### config.mk
export PLATFORM = sky130hd
export DESIGN_NAME = cmd_issue_ctrl_flat
export DESIGN_NICKNAME = d
export VERILOG_FILES = /design/src/rtl/cmd_issue_ctrl_if.sv /design/src/rtl/cmd_issue_ctrl.sv /design/src/flat_wrapper.sv
export SDC_FILE = /design/constraint.sdc
export NUM_CORES = 1
export LEC_CHECK = 0
export CAP_MARGIN = 0
export CORE_MARGIN = 5
export CORE_UTILIZATION = 41
export DETAILED_ROUTE_END_ITERATION = 10
export GPL_ROUTABILITY_DRIVEN = 0
export PLACE_DENSITY = 0.87
export SETUP_SLACK_MARGIN = 0.02
export SLEW_MARGIN = 20
export SYNTH_ARGS = -nofsm -noshare
export SYNTH_HDL_FRONTEND = slang
export SYNTH_SLANG_ARGS = --single-unit
### constraint.sdc
create_clock -name CLK_host -period 4.32 [get_ports CLK_host]
set_clock_uncertainty 0.2 [all_clocks]
set_input_delay 0.864 -clock CLK_host [delete_from_list [all_inputs] [get_ports CLK_host]]
set_output_delay 0.864 -clock CLK_host [all_outputs]
set_load 0.1 [all_outputs]
### src/rtl/cmd_issue_ctrl_if.sv
// Host/CMD signal bundle for cmd_issue_ctrl: register writes and W1C strobes from the host,
// request/status handshake with the CMD block, and the controller's registered outputs.
interface cmd_issue_ctrl_if;
  logic        arg_wr;
  logic [31:0] arg_wr_data;
  logic        cmd_wr;
  logic [5:0]  cmd_wr_index;
  logic [2:0]  int_clear;
  logic        cmd_busy;
  logic        cmd_busy_en;
  logic        cmd_complete;
  logic        cmd_complete_en;
  logic        timeout_error;
  logic        timeout_error_en;
  logic [31:0] response_status;
  logic [31:0] response_status_en;
  logic        new_cmd;
  logic [31:0] cmd_arg;
  logic [5:0]  cmd_index;
  logic        cmd_inhibit;
  logic [31:0] response_reg;
  logic        cmd_complete_int;
  logic        timeout_int;
  logic        issue_rejected_int;

  modport slave (
    input  arg_wr, arg_wr_data, cmd_wr, cmd_wr_index, int_clear,
    input  cmd_busy, cmd_busy_en, cmd_complete, cmd_complete_en,
    input  timeout_error, timeout_error_en, response_status, response_status_en,
    output new_cmd, cmd_arg, cmd_index, cmd_inhibit, response_reg,
    output cmd_complete_int, timeout_int, issue_rejected_int
  );

  modport master (
    output arg_wr, arg_wr_data, cmd_wr, cmd_wr_index, int_clear,
    output cmd_busy, cmd_busy_en, cmd_complete, cmd_complete_en,
    output timeout_error, timeout_error_en, response_status, response_status_en,
    input  new_cmd, cmd_arg, cmd_index, cmd_inhibit, response_reg,
    input  cmd_complete_int, timeout_int, issue_rejected_int
  );
endinterface

### src/rtl/cmd_issue_ctrl.sv
// Host-side command issue controller: latches Argument/Command writes, requests CMD and tracks
// completion with sticky W1C interrupts. Optional watchdog enabled by CMD_ISSUE_WATCHDOG_EN.
module cmd_issue_ctrl #(
  parameter int unsigned WATCHDOG_CYCLES = 1024
) (
  input logic           CLK_host,
  input logic           reset,
  cmd_issue_ctrl_if.slave bus
);

  typedef enum logic [1:0] {StIdle, StReq, StWaitDone} state_e;

  state_e      state_q, state_d;
  logic        new_cmd_q, new_cmd_d;
  logic        inhibit_q, inhibit_d;
  logic [31:0] cmd_arg_q, cmd_arg_d;
  logic [5:0]  cmd_index_q, cmd_index_d;
  logic [31:0] response_q, response_d;
  // {issue_rejected, timeout, cmd_complete}
  logic [2:0]  int_q, int_d, int_set;

  logic done_to, done_cc, busy_seen, wd_expire;

  assign done_to   = bus.timeout_error_en && bus.timeout_error;
  assign done_cc   = bus.cmd_complete_en && bus.cmd_complete;
  assign busy_seen = bus.cmd_busy_en && bus.cmd_busy;

`ifdef CMD_ISSUE_WATCHDOG_EN
  localparam int unsigned WdW = $clog2(WATCHDOG_CYCLES) + 1;

  logic [WdW-1:0] wd_cnt_q, wd_cnt_d;

  // Expiry on the edge where the count would reach WATCHDOG_CYCLES.
  assign wd_expire = (state_q != StIdle) && (wd_cnt_q == WdW'(WATCHDOG_CYCLES - 1));

  always_comb begin
    wd_cnt_d = wd_cnt_q;
    if (state_q == StIdle) begin
      if (bus.cmd_wr) wd_cnt_d = '0;
    end else begin
      wd_cnt_d = wd_cnt_q + 1'b1;
    end
  end

  always_ff @(posedge CLK_host or posedge reset) begin
    if (reset) wd_cnt_q <= '0;
    else       wd_cnt_q <= wd_cnt_d;
  end
`else
  assign wd_expire = 1'b0;
`endif

  always_comb begin
    state_d     = state_q;
    new_cmd_d   = new_cmd_q;
    inhibit_d   = inhibit_q;
    cmd_arg_d   = cmd_arg_q;
    cmd_index_d = cmd_index_q;
    response_d  = response_q;
    int_set     = 3'b000;

    case (state_q)
      StIdle: begin
        // Same-cycle argument write feeds the command being issued.
        if (bus.arg_wr) cmd_arg_d = bus.arg_wr_data;
        if (bus.cmd_wr) begin
          cmd_index_d = bus.cmd_wr_index;
          state_d     = StReq;
          new_cmd_d   = 1'b1;
          inhibit_d   = 1'b1;
        end
      end
      StReq, StWaitDone: begin
        if (bus.arg_wr || bus.cmd_wr) int_set[2] = 1'b1;
        if (done_to) begin
          int_set[1] = 1'b1;
          state_d    = StIdle;
          new_cmd_d  = 1'b0;
          inhibit_d  = 1'b0;
        end else if (done_cc) begin
          response_d = (bus.response_status & bus.response_status_en) |
                       (response_q & ~bus.response_status_en);
          int_set[0] = 1'b1;
          state_d    = StIdle;
          new_cmd_d  = 1'b0;
          inhibit_d  = 1'b0;
        end else if (wd_expire) begin
          int_set[1] = 1'b1;
          state_d    = StIdle;
          new_cmd_d  = 1'b0;
          inhibit_d  = 1'b0;
        end else if ((state_q == StReq) && busy_seen) begin
          state_d   = StWaitDone;
          new_cmd_d = 1'b0;
        end
      end
      default: begin
        state_d   = StIdle;
        new_cmd_d = 1'b0;
        inhibit_d = 1'b0;
      end
    endcase

    // A set in the same cycle as its clear wins.
    int_d = (int_q & ~bus.int_clear) | int_set;
  end

  always_ff @(posedge CLK_host or posedge reset) begin
    if (reset) begin
      state_q     <= StIdle;
      new_cmd_q   <= 1'b0;
      inhibit_q   <= 1'b0;
      cmd_arg_q   <= '0;
      cmd_index_q <= '0;
      response_q  <= '0;
      int_q       <= '0;
    end else begin
      state_q     <= state_d;
      new_cmd_q   <= new_cmd_d;
      inhibit_q   <= inhibit_d;
      cmd_arg_q   <= cmd_arg_d;
      cmd_index_q <= cmd_index_d;
      response_q  <= response_d;
      int_q       <= int_d;
    end
  end

  assign bus.new_cmd            = new_cmd_q;
  assign bus.cmd_inhibit        = inhibit_q;
  assign bus.cmd_arg            = cmd_arg_q;
  assign bus.cmd_index          = cmd_index_q;
  assign bus.response_reg       = response_q;
  assign bus.cmd_complete_int   = int_q[0];
  assign bus.timeout_int        = int_q[1];
  assign bus.issue_rejected_int = int_q[2];

endmodule

### src/flat_wrapper.sv
// flat-port wrapper written by rule: the top's interface ports become plain ports
module cmd_issue_ctrl_flat 
#(
  parameter int unsigned WATCHDOG_CYCLES = 1024
)
  (CLK_host, reset, bus_arg_wr, bus_arg_wr_data, bus_cmd_wr, bus_cmd_wr_index, bus_int_clear, bus_cmd_busy, bus_cmd_busy_en, bus_cmd_complete, bus_cmd_complete_en, bus_timeout_error, bus_timeout_error_en, bus_response_status, bus_response_status_en, bus_new_cmd, bus_cmd_arg, bus_cmd_index, bus_cmd_inhibit, bus_response_reg, bus_cmd_complete_int, bus_timeout_int, bus_issue_rejected_int);
  cmd_issue_ctrl_if bus_i ();
  input logic CLK_host;
  input logic reset;
  input wire logic [$bits(bus_i.arg_wr)-1:0] bus_arg_wr;
  input wire logic [$bits(bus_i.arg_wr_data)-1:0] bus_arg_wr_data;
  input wire logic [$bits(bus_i.cmd_wr)-1:0] bus_cmd_wr;
  input wire logic [$bits(bus_i.cmd_wr_index)-1:0] bus_cmd_wr_index;
  input wire logic [$bits(bus_i.int_clear)-1:0] bus_int_clear;
  input wire logic [$bits(bus_i.cmd_busy)-1:0] bus_cmd_busy;
  input wire logic [$bits(bus_i.cmd_busy_en)-1:0] bus_cmd_busy_en;
  input wire logic [$bits(bus_i.cmd_complete)-1:0] bus_cmd_complete;
  input wire logic [$bits(bus_i.cmd_complete_en)-1:0] bus_cmd_complete_en;
  input wire logic [$bits(bus_i.timeout_error)-1:0] bus_timeout_error;
  input wire logic [$bits(bus_i.timeout_error_en)-1:0] bus_timeout_error_en;
  input wire logic [$bits(bus_i.response_status)-1:0] bus_response_status;
  input wire logic [$bits(bus_i.response_status_en)-1:0] bus_response_status_en;
  output wire logic [$bits(bus_i.new_cmd)-1:0] bus_new_cmd;
  output wire logic [$bits(bus_i.cmd_arg)-1:0] bus_cmd_arg;
  output wire logic [$bits(bus_i.cmd_index)-1:0] bus_cmd_index;
  output wire logic [$bits(bus_i.cmd_inhibit)-1:0] bus_cmd_inhibit;
  output wire logic [$bits(bus_i.response_reg)-1:0] bus_response_reg;
  output wire logic [$bits(bus_i.cmd_complete_int)-1:0] bus_cmd_complete_int;
  output wire logic [$bits(bus_i.timeout_int)-1:0] bus_timeout_int;
  output wire logic [$bits(bus_i.issue_rejected_int)-1:0] bus_issue_rejected_int;
  assign bus_i.arg_wr = bus_arg_wr;
  assign bus_i.arg_wr_data = bus_arg_wr_data;
  assign bus_i.cmd_wr = bus_cmd_wr;
  assign bus_i.cmd_wr_index = bus_cmd_wr_index;
  assign bus_i.int_clear = bus_int_clear;
  assign bus_i.cmd_busy = bus_cmd_busy;
  assign bus_i.cmd_busy_en = bus_cmd_busy_en;
  assign bus_i.cmd_complete = bus_cmd_complete;
  assign bus_i.cmd_complete_en = bus_cmd_complete_en;
  assign bus_i.timeout_error = bus_timeout_error;
  assign bus_i.timeout_error_en = bus_timeout_error_en;
  assign bus_i.response_status = bus_response_status;
  assign bus_i.response_status_en = bus_response_status_en;
  assign bus_new_cmd = bus_i.new_cmd;
  assign bus_cmd_arg = bus_i.cmd_arg;
  assign bus_cmd_index = bus_i.cmd_index;
  assign bus_cmd_inhibit = bus_i.cmd_inhibit;
  assign bus_response_reg = bus_i.response_reg;
  assign bus_cmd_complete_int = bus_i.cmd_complete_int;
  assign bus_timeout_int = bus_i.timeout_int;
  assign bus_issue_rejected_int = bus_i.issue_rejected_int;
  cmd_issue_ctrl #(.WATCHDOG_CYCLES(WATCHDOG_CYCLES)) u_core (.CLK_host(CLK_host), .reset(reset), .bus(bus_i));
endmodule
### After elaboration in Yosys (flattened, before gate mapping)

Cells that the tools add are included.

* logic and storage cells: 50
* bits in registers: 77

* eq/ne operators: 5
* multiplexer cells: 18
* bitwise operators: 8
* reductions and logical operators: 12

Operators with widths (count)
* 32-bit bitwise AND: 2
* 32-bit inverter: 1
* 32-bit OR: 1
* 1-bit two-way mux: 10
* 2-bit two-way mux: 4
* 2-bit AND reduction: 4
* 1-bit logical AND: 4
* 4-bit by 1-bit inequality test with 1-bit output (second input constant): 1
* 1-bit one-hot mux with 2 select lines: 2
* 2-bit one-hot mux with 2 select lines: 1
* 3-bit bitwise AND: 1
* 3-bit two-way mux: 1
* 3-bit by 1-bit inequality test with 1-bit output (second input constant): 1
* 3-bit inverter: 1
* 3-bit OR: 1
* 3-bit AND reduction: 1
* 2-bit by 1-bit == test with 1-bit output (second input constant): 1
* 2-bit == test (second input constant): 1
* 2-bit logical NOT: 1
* 2-bit inequality test (second input constant): 1
* 2-bit OR reduction: 1
* 1-bit logical OR: 1
* 1-bit inverter: 1

### Logic depth before layout (Yosys ltp)

Gate-level depths: netlist of run 1.

* word-level depth: 6
* depth in mapped cells: 6

### Least setup slack after synthesis of run 1

Ideal clock, no wire load.

* path type: input-to-reg
* start: input port bus_cmd_complete_en
* end: register (tool-made name)
* data arrival time: 1.671 ns
* setup slack: 2.323 ns
* data required time: 3.994 ns
* cell stages on the path: 5
* setup time: 0.126 ns
* cells stage by stage: and2_4 buf_6 buf_2 nand3_1 mux2_2

RTL lines
* from (decl): RTL line flat_wrapper.sv:18 `input wire logic [$bits(bus_i.cmd_complete_en)-1:0] bus_cmd_complete_en;`

### Worst setup path in the final report of run 1

* start: register u_core.new_cmd_q (netlist: u_core.bus.new_cmd)
* end: output port bus_new_cmd

RTL lines
* from (decl): RTL line cmd_issue_ctrl.sv:14 `logic new_cmd_q, new_cmd_d;`
* from (signal assigned): RTL line cmd_issue_ctrl.sv:119 `new_cmd_q <= new_cmd_d;`
* to (decl): RTL line flat_wrapper.sv:23 `output wire logic [$bits(bus_i.new_cmd)-1:0] bus_new_cmd;`

No word-level cell between the ends.

==> results of run 1 <==
[cells by family after synthesis]
| kind of cell | count (synthesis) |
|---|---|
| mux | 71 |
| compound gates | 13 |
| simple gates | 44 |
| fa+ha+maj | 5 |
| flops | 77 |
| buf+inv | 17 |
[routing by layer]
layer | routed length (microns) | vias up | global-route usage (%)
met5 | 0 | - | 0
met4 | 164 | 0 | 6.09
met3 | 688 | 15 | 5.80
met2 | 4380 | 118 | 31.1
met1 | 3550 | 1221 | 20.7
li1 | - | 1188 | -
[stage by stage]
step	std cells	hold WS, ns
4_1_cts	527	0.300
2_1_floorplan	227	0.339
5_1_grt	527	0.305
3_5_place_dp	511	0.281
6_report	527	0.297
3_3_place_gp	511	0.274
[placed cells by master, fill, tap and decap left out, drive strengths merged]
cell type and instances:
nand2 4, nor2 1, bufinv 3, a21boi 2, clkinv 1, dfrtp 77, buf 3, o21ba 1
a21oi 1, or4b 1, nor2b 1, a311oi 1, o21ai 4, nand3 34, mux2 71, inv 7
clkdlybuf4s50 189, ha 5, a22oi 1, clkbuf 12, and2 2, a31oi 2, or2 1, o22ai 1
[worst min-delay path by stage]
stage                                 start                 to  cells past startpoint
after floorplan           u_core.state_q[0]  u_core.state_q[0]                      1
after detailed placement          flip-flop          flip-flop                      1
final                             flip-flop          flip-flop                      1
after CTS                         flip-flop          flip-flop                      1
after global routing              flip-flop          flip-flop                      1
after global placement            flip-flop          flip-flop                      1
[cell type report]
cell class / instances / area share, %
sequential: 77 / 35.5
clock inverter: 4 / 1.75
tap: 102 / 2.35
inverter: 7 / 0.485
multi-input combinational: 133 / 21.9
clock buffer: 12 / 2.68
timing repair buffer: 192 / 35.3
==> flow_summary.json, run 1 <==
{
  "clock-sinks": 77,
  "fmax_mhz": 342,
  "syn_inst": 227,
  "synth_edf_count": 0,
  "synthTopCellsByCount": "dfrtp_1, mux2_2, nand3_1, inv_1, buf_2",
  "antenna_found_initial": 0,
  "fillers": 560,
  "hpwlAfterDp_microns": 6830,
  "ioPinCount": 190,
  "crit_arrival_ns": 1.86,
  "critical_path_class": "reg2out",
  "synthArstFlopShare_pct": 100,
  "grt_usage_pct": 17.9,
  "tightest_slew_ns": 1.02,
  "reg2reg_to": "u_core.state_q[1]",
  "yosys.area.top_type": "dfrtp_1",
  "cp_num_buf_inv": 1,
  "period_share_pct": 67.7,
  "crit_start": "u_core.bus.new_cmd",
  "io_buffers": 189,
  "routedWlPerCell_microns": 16.7,
  "post-route-drc-count": 0,
  "ff2ff_path_depth": 5,
  "vias": 2542,
  "ys_types": 25,
  "ctsHoldBuffers": 0,
  "yosysWarnings": 0,
  "hold_violations": 0,
  "drive_above_1_share_pct": 20.9,
  "cts.htree.levels": 3,
  "cts_tree": "yes",
  "path_clk_slew_ns": 0.08,
  "crit_fanout": 3,
  "totalWireLength_microns": 8780,
  "synth_top_family_by_area": "multiplexers",
  "cp.required_ns": 3.26,
  "ys_ff_latch": 77,
  "slew_viol_final": 0,
  "crit_chain": "clkdlybuf4s50_1",
  "utilization_pct": 70.5,
  "seq_area_frac_synth_pct": 60.0,
  "clock_latency_ns": 0.33,
  "cts_buffers": 9,
  "synthMuxAreaShare_pct": 24.9,
  "place_ws_ns": 1.27,
  "grt.overflow.total": 0,
  "hold_class": "reg2reg",
  "endpoint_kind": "primary output",
  "vias_per_cell": 4.82,
  "r2r_setup_slack_ns": 1.78,
  "tns_ns": 0,
  "r2r_start": "u_core.state_q[1]",
  "core_area_sq_um": 7690,
  "cpPeakStageDelay_ns": 1.15,
  "period_minus_slack_ns": 2.93,
  "post_cts_buffers": 0,
  "synth.avg_cell_area_sq_um": 14.1,
  "setup_slack_ns": 1.39,
  "postPlaceCellArea_sq_um": 5180,
  "cp_top_family": "buffers and inverters",
  "cp.depth": 1,
  "rows": 32,
  "cap_violations": 0,
  "start_util_pct": 41.7,
  "syn_area_sq_um": 3210,
  "status": "finished clean",
  "worst_setup_path_start_kind": "flip-flop",
  "crit_slowest_cell": "clkdlybuf4s50_1",
  "cts.repair.resized": 0,
  "dieHeight_microns": 98.5,
  "finalNetCount": 540,
  "synth_fa_ha_area_share_pct": 1.95,
  "grt_max_degree": 43,
  "die_w_microns": 98.5,
  "dr.pass1.iters": 4,
  "synth_top_area_share_pct": 60.0,
  "synth-compound-area-share_pct": 3.00,
  "grt_pass1_vias": 2706,
  "synthSimpleGateAreaFrac_pct": 7.06,
  "grt_pass1_wl_microns": 13800,
  "synth.most_common_cell": "dfrtp_1",
  "synth_area_leaders": "dfrtp_1, mux2_2, nand3_1",
  "postLayoutCellArea_sq_um": 5420,
  "setup_viol": 0,
  "syn_nets": 347,
  "antenna_cells": 0,
  "syn_to_final_growth_pct": 68.9,
  "ant_nets": 0,
  "cts_root_buf": "clkbuf_8",
  "dieArea_sq_um": 9700,
  "rsz0062_at_grt": "false",
  "drt_iter0_drc": 23,
  "multi_input_area_sq_um": 1180,
  "max-slew-margin-rel_pct": 31.8,
  "synth-xor-area-share_pct": 0,
  "crit_end": "bus_new_cmd",
  "seq_area_sq_um": 1930,
  "dominantRegCellSynth": "dfrtp_1",
  "cts.path.max_buffers": 2
}
Power of run 1 is not shown: default switching activity piles up to over one toggle a cycle in this logic, so the estimate is an artifact.
==> run 2, diff against run 1 <==
--- a/config.mk
+++ b/config.mk
@@ -7,10 +7,10 @@
 export LEC_CHECK = 0
 export CAP_MARGIN = 0
 export CORE_MARGIN = 5
-export CORE_UTILIZATION = 41
+export CORE_UTILIZATION = 38
 export DETAILED_ROUTE_END_ITERATION = 10
 export GPL_ROUTABILITY_DRIVEN = 0
-export PLACE_DENSITY = 0.87
+export PLACE_DENSITY = 0.81
 export SETUP_SLACK_MARGIN = 0.02
 export SLEW_MARGIN = 20
 export SYNTH_ARGS = -nofsm -noshare
==> constraint.sdc (replaced) <==
create_clock -name CLK_host -period 2.9 [get_ports CLK_host]
set_clock_uncertainty 0.2 [all_clocks]
set_input_delay 0.58 -clock CLK_host [delete_from_list [all_inputs] [get_ports CLK_host]]
set_output_delay 0.58 -clock CLK_host [all_outputs]
set_load 0.1 [all_outputs]
==> flow_summary.json, run 2 (synthesis gave the netlist of run 1 again) <==
{
  "period_share_pct": 76.5,
  "totalWireLength_microns": 8800,
  "post_cts_buffers": 0,
  "r2r_start": "u_core.state_q[0]",
  "ff2ff_path_depth": 6,
  "final_common_cell": "clkdlybuf4s50_1",
  "drt_iter0_drc": 50,
  "hold_class": "reg2reg",
  "clock_latency_ns": 0.33,
  "path_clk_slew_ns": 0.08,
  "crit_chain": "inv_1 > ha_1 > a21boi_4 > buf_12 > nand3_1 > mux2_1",
  "ioPinCount": 190,
  "vias": 2524,
  "cts.path.max_buffers": 2,
  "crit_fanout": 25,
  "crit_slowest_cell": "a21boi_4",
  "endpoint_kind": "flip-flop",
  "dieArea_sq_um": 10400,
  "cpPeakStageDelay_ns": 0.41,
  "vias_per_cell": 4.77,
  "tns_ns": 0,
  "antenna_found_initial": 0,
  "utilization_pct": 63.2,
  "tightest_slew_ns": 0.566,
  "most-common-layout-cells": "clkdlybuf4s50_1, dfrtp_1, buf_4",
  "rows": 33,
  "drive_above_1_share_pct": 38.7,
  "grt_pass1_wl_microns": 13600,
  "cap_violations": 0,
  "core_area_sq_um": 8220,
  "syn_to_final_growth_pct": 61.8,
  "rsz0062_at_grt": "false",
  "hold_violations": 0,
  "cts.htree.levels": 3,
  "routedWlPerCell_microns": 16.6,
  "die_w_microns": 102,
  "status": "finished clean",
  "max-slew-margin-rel_pct": 62.2,
  "slew_viol_final": 0,
  "clock-sinks": 77,
  "hpwlAfterDp_microns": 6880,
  "crit_arrival_ns": 2.24,
  "grt_pass1_vias": 2810,
  "grt_max_degree": 35,
  "antenna_cells": 0,
  "setup_viol": 0,
  "r2r_setup_slack_ns": 0.68,
  "grt_usage_pct": 16.8,
  "fmax_mhz": 450,
  "start_util_pct": 39.1,
  "grt.overflow.total": 0,
  "critical_path_class": "reg2reg",
  "cp.required_ns": 2.92,
  "worst_setup_path_start_kind": "flip-flop",
  "fillers": 670,
  "cts_tree": "yes",
  "ant_nets": 0,
  "ctsHoldBuffers": 0,
  "io_buffers": 189,
  "dieHeight_microns": 102,
  "cts.repair.resized": 0,
  "post-route-drc-count": 0,
  "period_minus_slack_ns": 2.22,
  "dr.pass1.iters": 4,
  "cts_buffers": 9,
  "crit_start": "u_core.state_q[0]",
  "cts_root_buf": "clkbuf_8",
  "finalNetCount": 541
}
[run 2: final cells by class]
cell class,count,area (sq um),area share (%)
flip-flops and latches,77,1930,37.1
repair buffers,193,1760,33.9
multi-input cells,133,1180,22.8
clock buffers,12,155,2.99
well taps,105,131,2.53
inverters,7,26.3,0.506
clock inverters,2,10.0,0.193
[run 2: worst max-delay path: cells and delay by family, from the launching register on]
family                     cells  cell delay (ns)
buffers and inverters          2             0.32
adders and majority gates      1             0.35
DFF                            1             0.40
AOI/OAI and AO/OA              1             0.41
and+or+nand+nor                1             0.09
muxes                          1             0.33
[run 2: worst min path at each step]
stage                                    to               from  cells after the start  slack [ns]
after floorplan           u_core.state_q[0]  u_core.state_q[0]                      1        0.34
final                             flip-flop          flip-flop                      1        0.30
after global routing              flip-flop          flip-flop                      1        0.33
after CTS                         flip-flop          flip-flop                      1        0.31
after detailed placement          flip-flop          flip-flop                      1        0.29
after global placement            flip-flop          flip-flop                      1        0.28
[run 2: metrics by stage]
step | hold slack [ns] | instance area [sq um] | setup slack, ns | std cells
after floorplan | 0.339 | 3210 | 0.153 | 227
after detailed placement | 0.291 | 5030 | 0.439 | 515
after global placement | 0.277 | 5030 | 0.481 | 515
final | 0.305 | 5190 | 0.680 | 529
after global routing | 0.328 | 5190 | 0.560 | 529
after CTS | 0.308 | 5190 | 0.651 | 529
[run 2: metal layers]
| layer | global-route usage, % | up-vias | routed length [microns] |
|---|---|---|---|
| met1 | 19.0 | 1230 | 3140 |
| met4 | 3.03 | 0 | 21 |
| met2 | 30.3 | 108 | 4670 |
| met5 | 0 | - | 0 |
| li1 | - | 1184 | - |
| met3 | 6.83 | 2 | 962 |
Power of run 2 is left out for the same reason.
==> run 3, diff against run 2 <==
--- a/config.mk
+++ b/config.mk
@@ -7,10 +7,10 @@
 export LEC_CHECK = 0
 export CAP_MARGIN = 0
 export CORE_MARGIN = 5
-export CORE_UTILIZATION = 38
+export CORE_UTILIZATION = 34
 export DETAILED_ROUTE_END_ITERATION = 10
 export GPL_ROUTABILITY_DRIVEN = 0
-export PLACE_DENSITY = 0.81
+export PLACE_DENSITY = 0.77
 export SETUP_SLACK_MARGIN = 0.02
 export SLEW_MARGIN = 20
 export SYNTH_ARGS = -nofsm -noshare
==> constraint.sdc (replaced) <==
create_clock -name CLK_host -period 2 [get_ports CLK_host]
set_clock_uncertainty 0.2 [all_clocks]
set_input_delay 0.4 -clock CLK_host [delete_from_list [all_inputs] [get_ports CLK_host]]
set_output_delay 0.4 -clock CLK_host [all_outputs]
set_load 0.1 [all_outputs]
==> flow_summary.json, run 3 (synthesis gave the netlist of run 1 again) <==
{
  "cts_root_buf": "clkbuf_8",
  "final_common_cell": "clkdlybuf4s50_1",
  "postLayoutCellArea_sq_um": 6440,
  "dr.pass1.iters": 4,
  "die_w_microns": 107,
  "cts_buffers": 9,
  "antenna_found_initial": 0,
  "post-route-drc-count": 0,
  "fillers": 625,
  "grt_pass1_wl_microns": 15200,
  "totalWireLength_microns": 10000,
  "io_buffers": 189,
  "start_util_pct": 34.7,
  "tns_ns": 0,
  "path_clk_slew_ns": 0.08,
  "worst_setup_path_start_kind": "flip-flop",
  "cts.path.max_buffers": 2,
  "dpl.cell_count": 545,
  "setup_viol": 0,
  "clock_latency_ns": 0.34,
  "hold_violations": 0,
  "dieHeight_microns": 107,
  "critical_path_class": "reg2reg",
  "status": "finished clean",
  "rsz0062_at_grt": "true",
  "cts.htree.levels": 3,
  "grt_pass1_vias": 2980,
  "tightest_slew_ns": 0.421,
  "rows": 35,
  "postPlaceCellArea_sq_um": 6060,
  "vias": 2640,
  "cts_tree": "yes",
  "most-common-layout-cells": "clkdlybuf4s50_1, buf_12, dfrtp_1",
  "hold_class": "in2async",
  "core_area_sq_um": 9240,
  "max-slew-margin-rel_pct": 71.9,
  "dieArea_sq_um": 11500,
  "grt_max_degree": 78,
  "grt.overflow.total": 0,
  "r2r_setup_slack_ns": 0.05,
  "crit_fanout": 6,
  "antenna_cells": 0,
  "finalNetCount": 554,
  "crit_arrival_ns": 2.02,
  "finalNonFillerCells": 568,
  "fmax_mhz": 514,
  "clock-sinks": 77,
  "vias_per_cell": 4.65,
  "period_minus_slack_ns": 1.95,
  "period_share_pct": 97.3,
  "cp.required_ns": 2.07,
  "slew_viol_final": 0,
  "seq_area_sq_um": 1930,
  "hpwlAfterDp_microns": 7520,
  "drive_above_1_share_pct": 41.9,
  "syn_to_final_growth_pct": 101,
  "grt_usage_pct": 17.1,
  "ioPinCount": 190,
  "multi_input_area_sq_um": 1220,
  "routedWlPerCell_microns": 17.7,
  "cap_violations": 0,
  "ant_nets": 0,
  "whs_ns": 0.310,
  "drt_iter0_drc": 45,
  "endpoint_kind": "flip-flop"
}
## run 3: cell types whose count changed in the layout (fill, tap and decap cells not counted), moves of 2 or more
| cell | delta |
|---|---|
| inv_1 | -2 |
| buf_4 | -67 |
| buf_12 | +77 |
| bufinv_16 | +3 |
| clkbuf_16 | +2 |
## run 3: path summary, 6_finish.rpt
check | start | to | cells past startpoint
setup / recovery | u_core.state_q[1] | u_core.state_q[1] | 6
hold / removal | reset | async pin | 3
setup reg to reg | u_core.state_q[1] | u_core.state_q[1] | 6
hold reg to reg | u_core.bus.cmd_arg[31] | u_core.bus.cmd_arg[31] | 1
max in group asynchronous | reset | u_core.bus.cmd_arg[9] | 3
min in group CLK_host | u_core.bus.cmd_arg[31] | u_core.bus.cmd_arg[31] | 1
## run 3: timing repair
| action | CTS | global route |
|---|---|---|
| gates cloned | 0 | 3 |
| hold endpoints to repair | 0 | 0 |
| buffers inserted | 0 | 4 |
| resized for setup | 0 | 8 |
| pin swaps | 0 | 1 |
| setup endpoints to repair | 3 | 33 |
| hold buffers | 0 | 0 |
## run 3: routing by layer
metal	GRT usage (%)	share of wire, %
met3	7.65	11
met4	6.67	2.1
met1	18.0	35
met5	0	0
met2	29.7	52
## run 3: final cells by class
type                            instances  share of cell area (%)
Multi-Input combinational cell        133                    19.0
Tap cell                              129                    2.51
Timing Repair Buffer                  206                    44.4
Inverter                                7                   0.466
Clock inverter                          4                    1.48
Sequential cell                        77                    29.9
Clock buffer                           12                    2.25
## run 3: critical path: stages, from the launching register on
cell,delay (ns)
dfrtp_1,0.39
inv_2,0.07
ha_4,0.27
a21boi_4,0.20
buf_12,0.15
or4b_1,0.47
o22ai_2,0.13
## run 3: stage by stage
| step | worst slack [ns] | utilization, % |
|---|---|---|
| CTS | 0.0104 | 68.2 |
| detailed placement | -0.133 | 65.6 |
| global placement | -0.156 | 65.6 |
| finish | 0.0537 | 69.7 |
| floorplan | 0.135 | - |
| global route | -0.0270 | 69.7 |
Power of run 3 is left out for the same reason.
